<file path="config.mk">
export PLATFORM = sky130hd
export DESIGN_NAME = pipeline_hazard_ctrl
export DESIGN_NICKNAME = d
export VERILOG_FILES = /design/src/rtl/pipeline_hazard_ctrl.sv
export SDC_FILE = /design/constraint.sdc
export NUM_CORES = 1
export LEC_CHECK = 0
export ABC_AREA = 1
export ABC_CLOCK_PERIOD_IN_PS = 2100
export BUFFER_PORTS_ARGS = -buffer_cell sky130_fd_sc_hd__clkbuf_2
export CAP_MARGIN = 20
export CORE_MARGIN = 2
export CORE_UTILIZATION = 45
export DETAILED_ROUTE_END_ITERATION = 8
export HOLD_SLACK_MARGIN = 0.05
export MAX_ROUTING_LAYER = met4
export PLACE_DENSITY = 0.77
export SLEW_MARGIN = 20
export SYNTH_ARGS = -nofsm -noshare
export SYNTH_HDL_FRONTEND = slang
export SYNTH_SLANG_ARGS = --single-unit
</file>
<file path="constraint.sdc">
create_clock -name clk -period 2.1 [get_ports clk]
set_clock_uncertainty 0.1 [all_clocks]
set_input_delay 0.105 -clock clk [delete_from_list [all_inputs] [get_ports clk]]
set_output_delay 0.105 -clock clk [all_outputs]
set_load 0.005 [all_outputs]
</file>
<file path="src/rtl/pipeline_hazard_ctrl.sv">
// Hazard/stall sequencer for the 5-stage RV32I pipeline: load-use bubble, branch squash, dmem freeze with watchdog.
// Enables/flushes are combinational (Mealy); a dmem wait freezes the whole pipe until ack, withdrawal or timeout.
module pipeline_hazard_ctrl #(
  parameter int MEM_TIMEOUT = 15,
  parameter int CNT_W       = 16
) (
  input  logic             clk,
  input  logic             rst_n,
  input  logic [6:0]       id_opcode,
  input  logic [4:0]       id_rs1,
  input  logic [4:0]       id_rs2,
  input  logic [4:0]       ex_rd,
  input  logic             ex_memread,
  input  logic             ex_branch_taken,
  input  logic             mem_req_valid,
  input  logic             dmem_ack,
  output logic             pc_en,
  output logic             ifid_en,
  output logic             idex_en,
  output logic             exmem_en,
  output logic             ifid_flush,
  output logic             idex_flush,
  output logic             mem_err,
  output logic [CNT_W-1:0] stall_cnt
);

  localparam int WC_W = $clog2(MEM_TIMEOUT + 1);

  localparam logic [6:0] OP_LUI    = 7'b0110111;
  localparam logic [6:0] OP_AUIPC  = 7'b0010111;
  localparam logic [6:0] OP_JAL    = 7'b1101111;
  localparam logic [6:0] OP_JALR   = 7'b1100111;
  localparam logic [6:0] OP_BRANCH = 7'b1100011;
  localparam logic [6:0] OP_LOAD   = 7'b0000011;
  localparam logic [6:0] OP_STORE  = 7'b0100011;
  localparam logic [6:0] OP_IMM    = 7'b0010011;
  localparam logic [6:0] OP_REG    = 7'b0110011;

  typedef struct packed {
    logic pc_en;
    logic ifid_en;
    logic idex_en;
    logic exmem_en;
    logic ifid_flush;
    logic idex_flush;
  } ctl_t;

  localparam ctl_t CTL_NORMAL = '{pc_en: 1'b1, ifid_en: 1'b1, idex_en: 1'b1, exmem_en: 1'b1,
                                  ifid_flush: 1'b0, idex_flush: 1'b0};
  localparam ctl_t CTL_FREEZE = '{pc_en: 1'b0, ifid_en: 1'b0, idex_en: 1'b0, exmem_en: 1'b0,
                                  ifid_flush: 1'b0, idex_flush: 1'b0};
  localparam ctl_t CTL_RESET  = '{pc_en: 1'b0, ifid_en: 1'b0, idex_en: 1'b0, exmem_en: 1'b0,
                                  ifid_flush: 1'b1, idex_flush: 1'b1};

  typedef enum logic [1:0] {
    RUN      = 2'd0,
    MEM_WAIT = 2'd1,
    ERROR    = 2'd2
  } state_t;

  state_t          state, state_nxt;
  logic [WC_W-1:0] wait_cnt, wait_cnt_nxt;

  logic uses_rs1, uses_rs2, lu, mw;
  ctl_t run_ctl, fsm_ctl, ctl;

  // Opcodes outside the RV32I set below (FENCE, SYSTEM, illegal) read no register.
  always_comb begin
    uses_rs1 = 1'b0;
    uses_rs2 = 1'b0;
    case (id_opcode)
      OP_JALR, OP_LOAD, OP_IMM:       uses_rs1 = 1'b1;
      OP_BRANCH, OP_STORE, OP_REG: begin
        uses_rs1 = 1'b1;
        uses_rs2 = 1'b1;
      end
      OP_LUI, OP_AUIPC, OP_JAL:       uses_rs1 = 1'b0;
      default:                        uses_rs1 = 1'b0;
    endcase
  end

  assign lu = ex_memread && (ex_rd != 5'd0) &&
              (((ex_rd == id_rs1) && uses_rs1) || ((ex_rd == id_rs2) && uses_rs2));
  assign mw = mem_req_valid && !dmem_ack;

  // Unfrozen behaviour: a taken branch squashes ID, so it outranks the load-use bubble.
  always_comb begin
    run_ctl = CTL_NORMAL;
    if (ex_branch_taken) begin
      run_ctl.ifid_flush = 1'b1;
      run_ctl.idex_flush = 1'b1;
    end else if (lu) begin
      run_ctl.pc_en      = 1'b0;
      run_ctl.ifid_en    = 1'b0;
      run_ctl.idex_flush = 1'b1;
    end
  end

  always_ff @(posedge clk or negedge rst_n) begin
    if (!rst_n) begin
      state    <= RUN;
      wait_cnt <= '0;
    end else begin
      state    <= state_nxt;
      wait_cnt <= wait_cnt_nxt;
    end
  end

  // Withdrawing the request in MEM_WAIT releases the pipe exactly like an ack.
  always_comb begin
    state_nxt    = state;
    wait_cnt_nxt = wait_cnt;
    fsm_ctl      = run_ctl;
    case (state)
      RUN: begin
        if (mw) begin
          fsm_ctl      = CTL_FREEZE;
          state_nxt    = MEM_WAIT;
          wait_cnt_nxt = WC_W'(1);
        end
      end
      MEM_WAIT: begin
        if (mw) begin
          fsm_ctl      = CTL_FREEZE;
          wait_cnt_nxt = wait_cnt + WC_W'(1);
          if (wait_cnt == WC_W'(MEM_TIMEOUT - 1)) begin
            state_nxt = ERROR;
          end
        end else begin
          state_nxt    = RUN;
          wait_cnt_nxt = '0;
        end
      end
      ERROR: begin
        fsm_ctl = CTL_FREEZE;
      end
      default: begin
        fsm_ctl   = CTL_FREEZE;
        state_nxt = RUN;
      end
    endcase
  end

  assign ctl = rst_n ? fsm_ctl : CTL_RESET;

  assign pc_en      = ctl.pc_en;
  assign ifid_en    = ctl.ifid_en;
  assign idex_en    = ctl.idex_en;
  assign exmem_en   = ctl.exmem_en;
  assign ifid_flush = ctl.ifid_flush;
  assign idex_flush = ctl.idex_flush;
  assign mem_err    = (state == ERROR);

  always_ff @(posedge clk or negedge rst_n) begin
    if (!rst_n) begin
      stall_cnt <= '0;
    end else if (!pc_en && (stall_cnt != {CNT_W{1'b1}})) begin
      stall_cnt <= stall_cnt + CNT_W'(1);
    end
  end

endmodule

</file>
---- Word level (Yosys, flattened, before mapping) ----
Index checks and enable logic that the tools add are counted.
word-level totals
  bits in registers ....................... 22
  input port bits ......................... 28
  output and inout port bits .............. 23
operators by class
  add/subtract/negate cells ............... 2
  eq/ne operators ......................... 14
  muxes and demuxes ....................... 17
  bitwise operators ....................... 1
  reduce and logical (&&, ||, !) cells .... 17
operators with widths
  cell                                            number
  two-way mux 6 bit                               3
  adder 16 x 1 -> 16 bit (second input constant)  1
  inequality test 16 bit (second input constant)  1
  == test 7 x 6 -> 1 bit (second input constant)  2
  == test 7 bit (second input constant)           2
  == test 5 bit                                   2
  two-way mux 2 bit                               5
  two-way mux 4 bit                               2
  one-hot mux 4 bit (2 select lines)              1
  == test 7 x 2 -> 1 bit (second input constant)  1
  == test 7 x 5 -> 1 bit (second input constant)  1
  logical AND 1 bit                               6
  one-hot mux 2 bit (3 select lines)              1
  OR reduction 6 bit                              1
  two-way mux 1 bit                               5
  nonzero test 5 bit                              1
  adder 4 x 1 -> 4 bit (second input constant)    1
  == test 4 bit (second input constant)           1
  inequality test 3 bit (second input constant)   1
  AND reduction 3 bit                             1
  OR reduction 3 bit                              1
  == test 2 x 1 -> 1 bit (second input constant)  1
  == test 2 bit (second input constant)           1
  logical NOT 1 bit                               2
  other kinds (7)                                 7

---- Logic depth before layout (Yosys ltp) ----
  depth after elaboration ................. 13
  depth in mapped cells ................... 14

---- Worst setup path before layout ----
Ideal clock, no wire load.
  path type ............................... register -> register
  from .................................... register stall_cnt[0]
  to ...................................... register stall_cnt[10]
  data arrival time ....................... 1.619 ns
  required time ........................... 1.883 ns
  slack ................................... 0.264 ns
  cell stages (with the launch flop) ...... 10
  path buffers ............................ 1
  clock period less this slack ............ 1.836 ns
  cell sequence ........................... dfrtp_1 ha_1 nand3_2 nor2_4 nand2_2 nor3_4 nand4_4 buf_2 nand3_1 nand2_1
on the way
  cells in the longest elaborated chain, start to end .. 2
  elaborated cells on any way between the ends .. 3
  those cells by class .................... add/sub (1); eq/ne (1); reduce/logical (1)
ends and longest elaborated chain
  element                                                                         line  RTL
  start: declaration                                                              24    output logic [CNT_W-1:0] stall_cnt
  start signal: assignment                                                        158   stall_cnt <= stall_cnt + CNT_W'(1);
  parallel branches: the longest is 2 deep, another holds adder 16 x 1 -> 16 bit  -
Parallel ways; which one is timed is not known.
A chain may end at the register's enable or synchronous reset.

---- Worst setup path after layout ----
  from .................................... register stall_cnt[0]
  to ...................................... register stall_cnt[0]
Same word-level chain as after synthesis.

==> impl_metrics.json <==
{
  "outcome": "finished clean",
  "grt_use_total": 0.192,
  "first_iter_violations": 69,
  "power_frac_comb": 0.117,
  "grt_pass1_wl_mm": 6.11,
  "synth_nets": 260,
  "p_sw_mw": 0.163,
  "clk_path_buf_depth": 2,
  "drv_cap": 0,
  "start_util": 0.469,
  "overflow": 0,
  "pwr-share-seq": 0.613,
  "hold_path_class": "primary input to flop",
  "finalCriticalPeriod_ns": 1.93,
  "yosys_register_bits": 22,
  "p_int_mw": 0.528,
  "yosysSeqAreaShare": 0.349,
  "antennaDiodeCount": 0,
  "power_density_nw_per_um2": 351,
  "syn_inst": 229,
  "cts.sinks": 22,
  "place.gp.congestion": 0.862,
  "coreArea_um2": 3360,
  "worstPathMaxFanout": 16,
  "switching_share": 0.235,
  "synth_edf_count": 0,
  "die_h_um": 63.2,
  "startpoint_type": "flop",
  "dp_cells": 325,
  "grt_antenna_before_repair": 0,
  "crit_required_ns": 2.24,
  "cts_root_buf": "clkbuf_4",
  "synth_cell_types": 26,
  "crit_path_end_kind": "flop",
  "ys_warn_count": 0,
  "route.detailed.drc": 0,
  "synthTopCellsByArea": "dfrtp_1 35%, nand2_1 19%, nand3_1 8.2%, inv_1 7.1%, xor2_1 5.5%",
  "tightest_slew_ns": 0.374,
  "h-tree-depth": 1,
  "grt_start_max_net_pins": 24,
  "avgSynthCellArea_um2": 6.90,
  "final_cells": 332,
  "ant_nets": 0,
  "die_w_um": 63.2,
  "setup_viol": 0,
  "setup_ws_ns": 0.169,
  "clkLatencyLatePin_ns": 0.31,
  "finalSetupTns_ns": 0,
  "pre_cts_ws_ns": 0.0519,
  "finalMaxSlewViolations": 0,
  "dieArea_um2": 4000,
  "yosys.area.top_type": "dfrtp_1",
  "vias_per_cell": 4.82,
  "numPortBuffers": 50,
  "routed_wl_mm": 3.48,
  "drt_pre_antenna_iters": 5,
  "leakagePower_nw": 1.19,
  "cts.reportedPaths.clkPinSlew_ns": 0.11,
  "core.rowCount": 21,
  "ys.flop_type": "dfrtp_1",
  "grt_pass1_vias": 1471,
  "routedWlPerCell_um": 10.5,
  "ios": 51,
  "worstPathArrival_ns": 2.08,
  "synth_area_um2": 1580,
  "setup.worst_path.class": "flop to flop",
  "peakVddDrop_mv": 0.272,
  "layout.nets": 319,
  "cts_buffers": 3,
  "cts_tree": "done",
  "final_layout_size_suffix_gt1_frac": 0.245,
  "syn2layout_area_growth_pct": 24.6,
  "vias": 1600,
  "utilization": 0.585,
  "synth_top_area_frac": 0.349,
  "clkPwrFrac": 0.269,
  "hold_viol": 0,
  "hpwlAfterDp_mm": 2.65,
  "fin_crit_sh": 0.920,
  "rsz0062_at_grt": "no",
  "maxSlewHeadroom": 0.748,
  "fmax_mhz": 518,
  "synthArstFlopShare": 1.00
}
## worst paths after layout
kind | start | endpoint | slack [ns] | cells past startpoint
worst max-delay path | stall_cnt[0] | stall_cnt[0] | 0.17 | 10
worst min-delay path | mem_req_valid | state[0] | 0.08 | 5
worst max register to register | stall_cnt[0] | stall_cnt[0] | 0.17 | 10
worst min register to register | wait_cnt[0] | wait_cnt[0] | 0.44 | 1
max in group asynchronous | rst_n | stall_cnt[0] | 1.43 | 3
min in group asynchronous | rst_n | stall_cnt[13] | 0.22 | 3
## Yosys cell counts, drive strengths merged (3+ instances only)
cell type and n:
nor2 17, nand2 83, buf 5, xor2 10, nand3 27, nor3 5, o22ai 3, inv 33
o21ai 6, ha 3, dfrtp 22, nand4 4, xnor2 7
## kinds of logic (layout without fill, tap and decap cells)
logic type | Yosys count | in the layout | share of synthesized area
compound gates | 11 | 11 | 0.0388
flops | 22 | 22 | 0.349
buf+inv | 39 | 96 | 0.104
fa+ha+maj | 3 | 3 | 0.0238
xor+xnor | 17 | 17 | 0.0943
simple gates | 137 | 137 | 0.391
## critical path, cell delays in order (launching register included)
cell,delay [ns]
dfrtp_2,0.43
ha_1,0.21
nand3_2,0.14
nor2_4,0.14
nand2_2,0.09
nor3_4,0.20
nand4_4,0.16
buf_12,0.17
nand2_8,0.11
nand2_1,0.06
nand2_1,0.05
## metal layers
layer / routed length (um) / global-route usage
met5: 0 / -
met4: 39 / 0.0462
met3: 212 / 0.0446
met2: 1680 / 0.316
met1: 1540 / 0.239
## placed cells by master, fill, tap and decap left out, drive strengths merged, types with 6 or more instances in the layout
master  instances
nand2          83
o21ai           6
inv            33
xnor2           7
buf             7
clkbuf         53
xor2           10
nand3          27
dfrtp          22
nor2           17
## sequential cells by signal, indices dropped and copies added (netlist names)
register   flops
stall_cnt     16
state          2
wait_cnt       4
## area by class of cell
class / instances / area, um2
fill: 343 / 1400
multi-input combinational: 168 / 873
sequential: 22 / 552
timing repair buffer: 59 / 335
inverter: 34 / 128
tap: 46 / 57.6
clock buffer: 3 / 22.5
## repair_timing
action,4_1_cts,5_1_grt
setup endpoints to repair,0,16
gates resized for setup,0,2
hold endpoints to repair,23,0
hold buffers,2,0
buffers inserted,0,2
## power by group through the flow
stage,clock network (mW),registers (mW),logic [mW]
global route,0.218,0.424,0.0943
floorplan,0,0.432,0.0324
detailed placement,0,0.432,0.0784
global placement,0,0.432,0.0772
finish,0.186,0.423,0.0810
CTS,0.198,0.423,0.0817
## metrics by stage
stage                     power, mW  hold slack (ns)  instance area, um2
final                         0.690           0.0753                1970
after global routing          0.736            0.114                1970
after CTS                     0.703           0.0529                1930
after detailed placement      0.510           0.0326                1890
after global placement        0.509           0.0305                1890
after floorplan               0.464           -0.291                1580
Power figures use the tool's default switching activity.
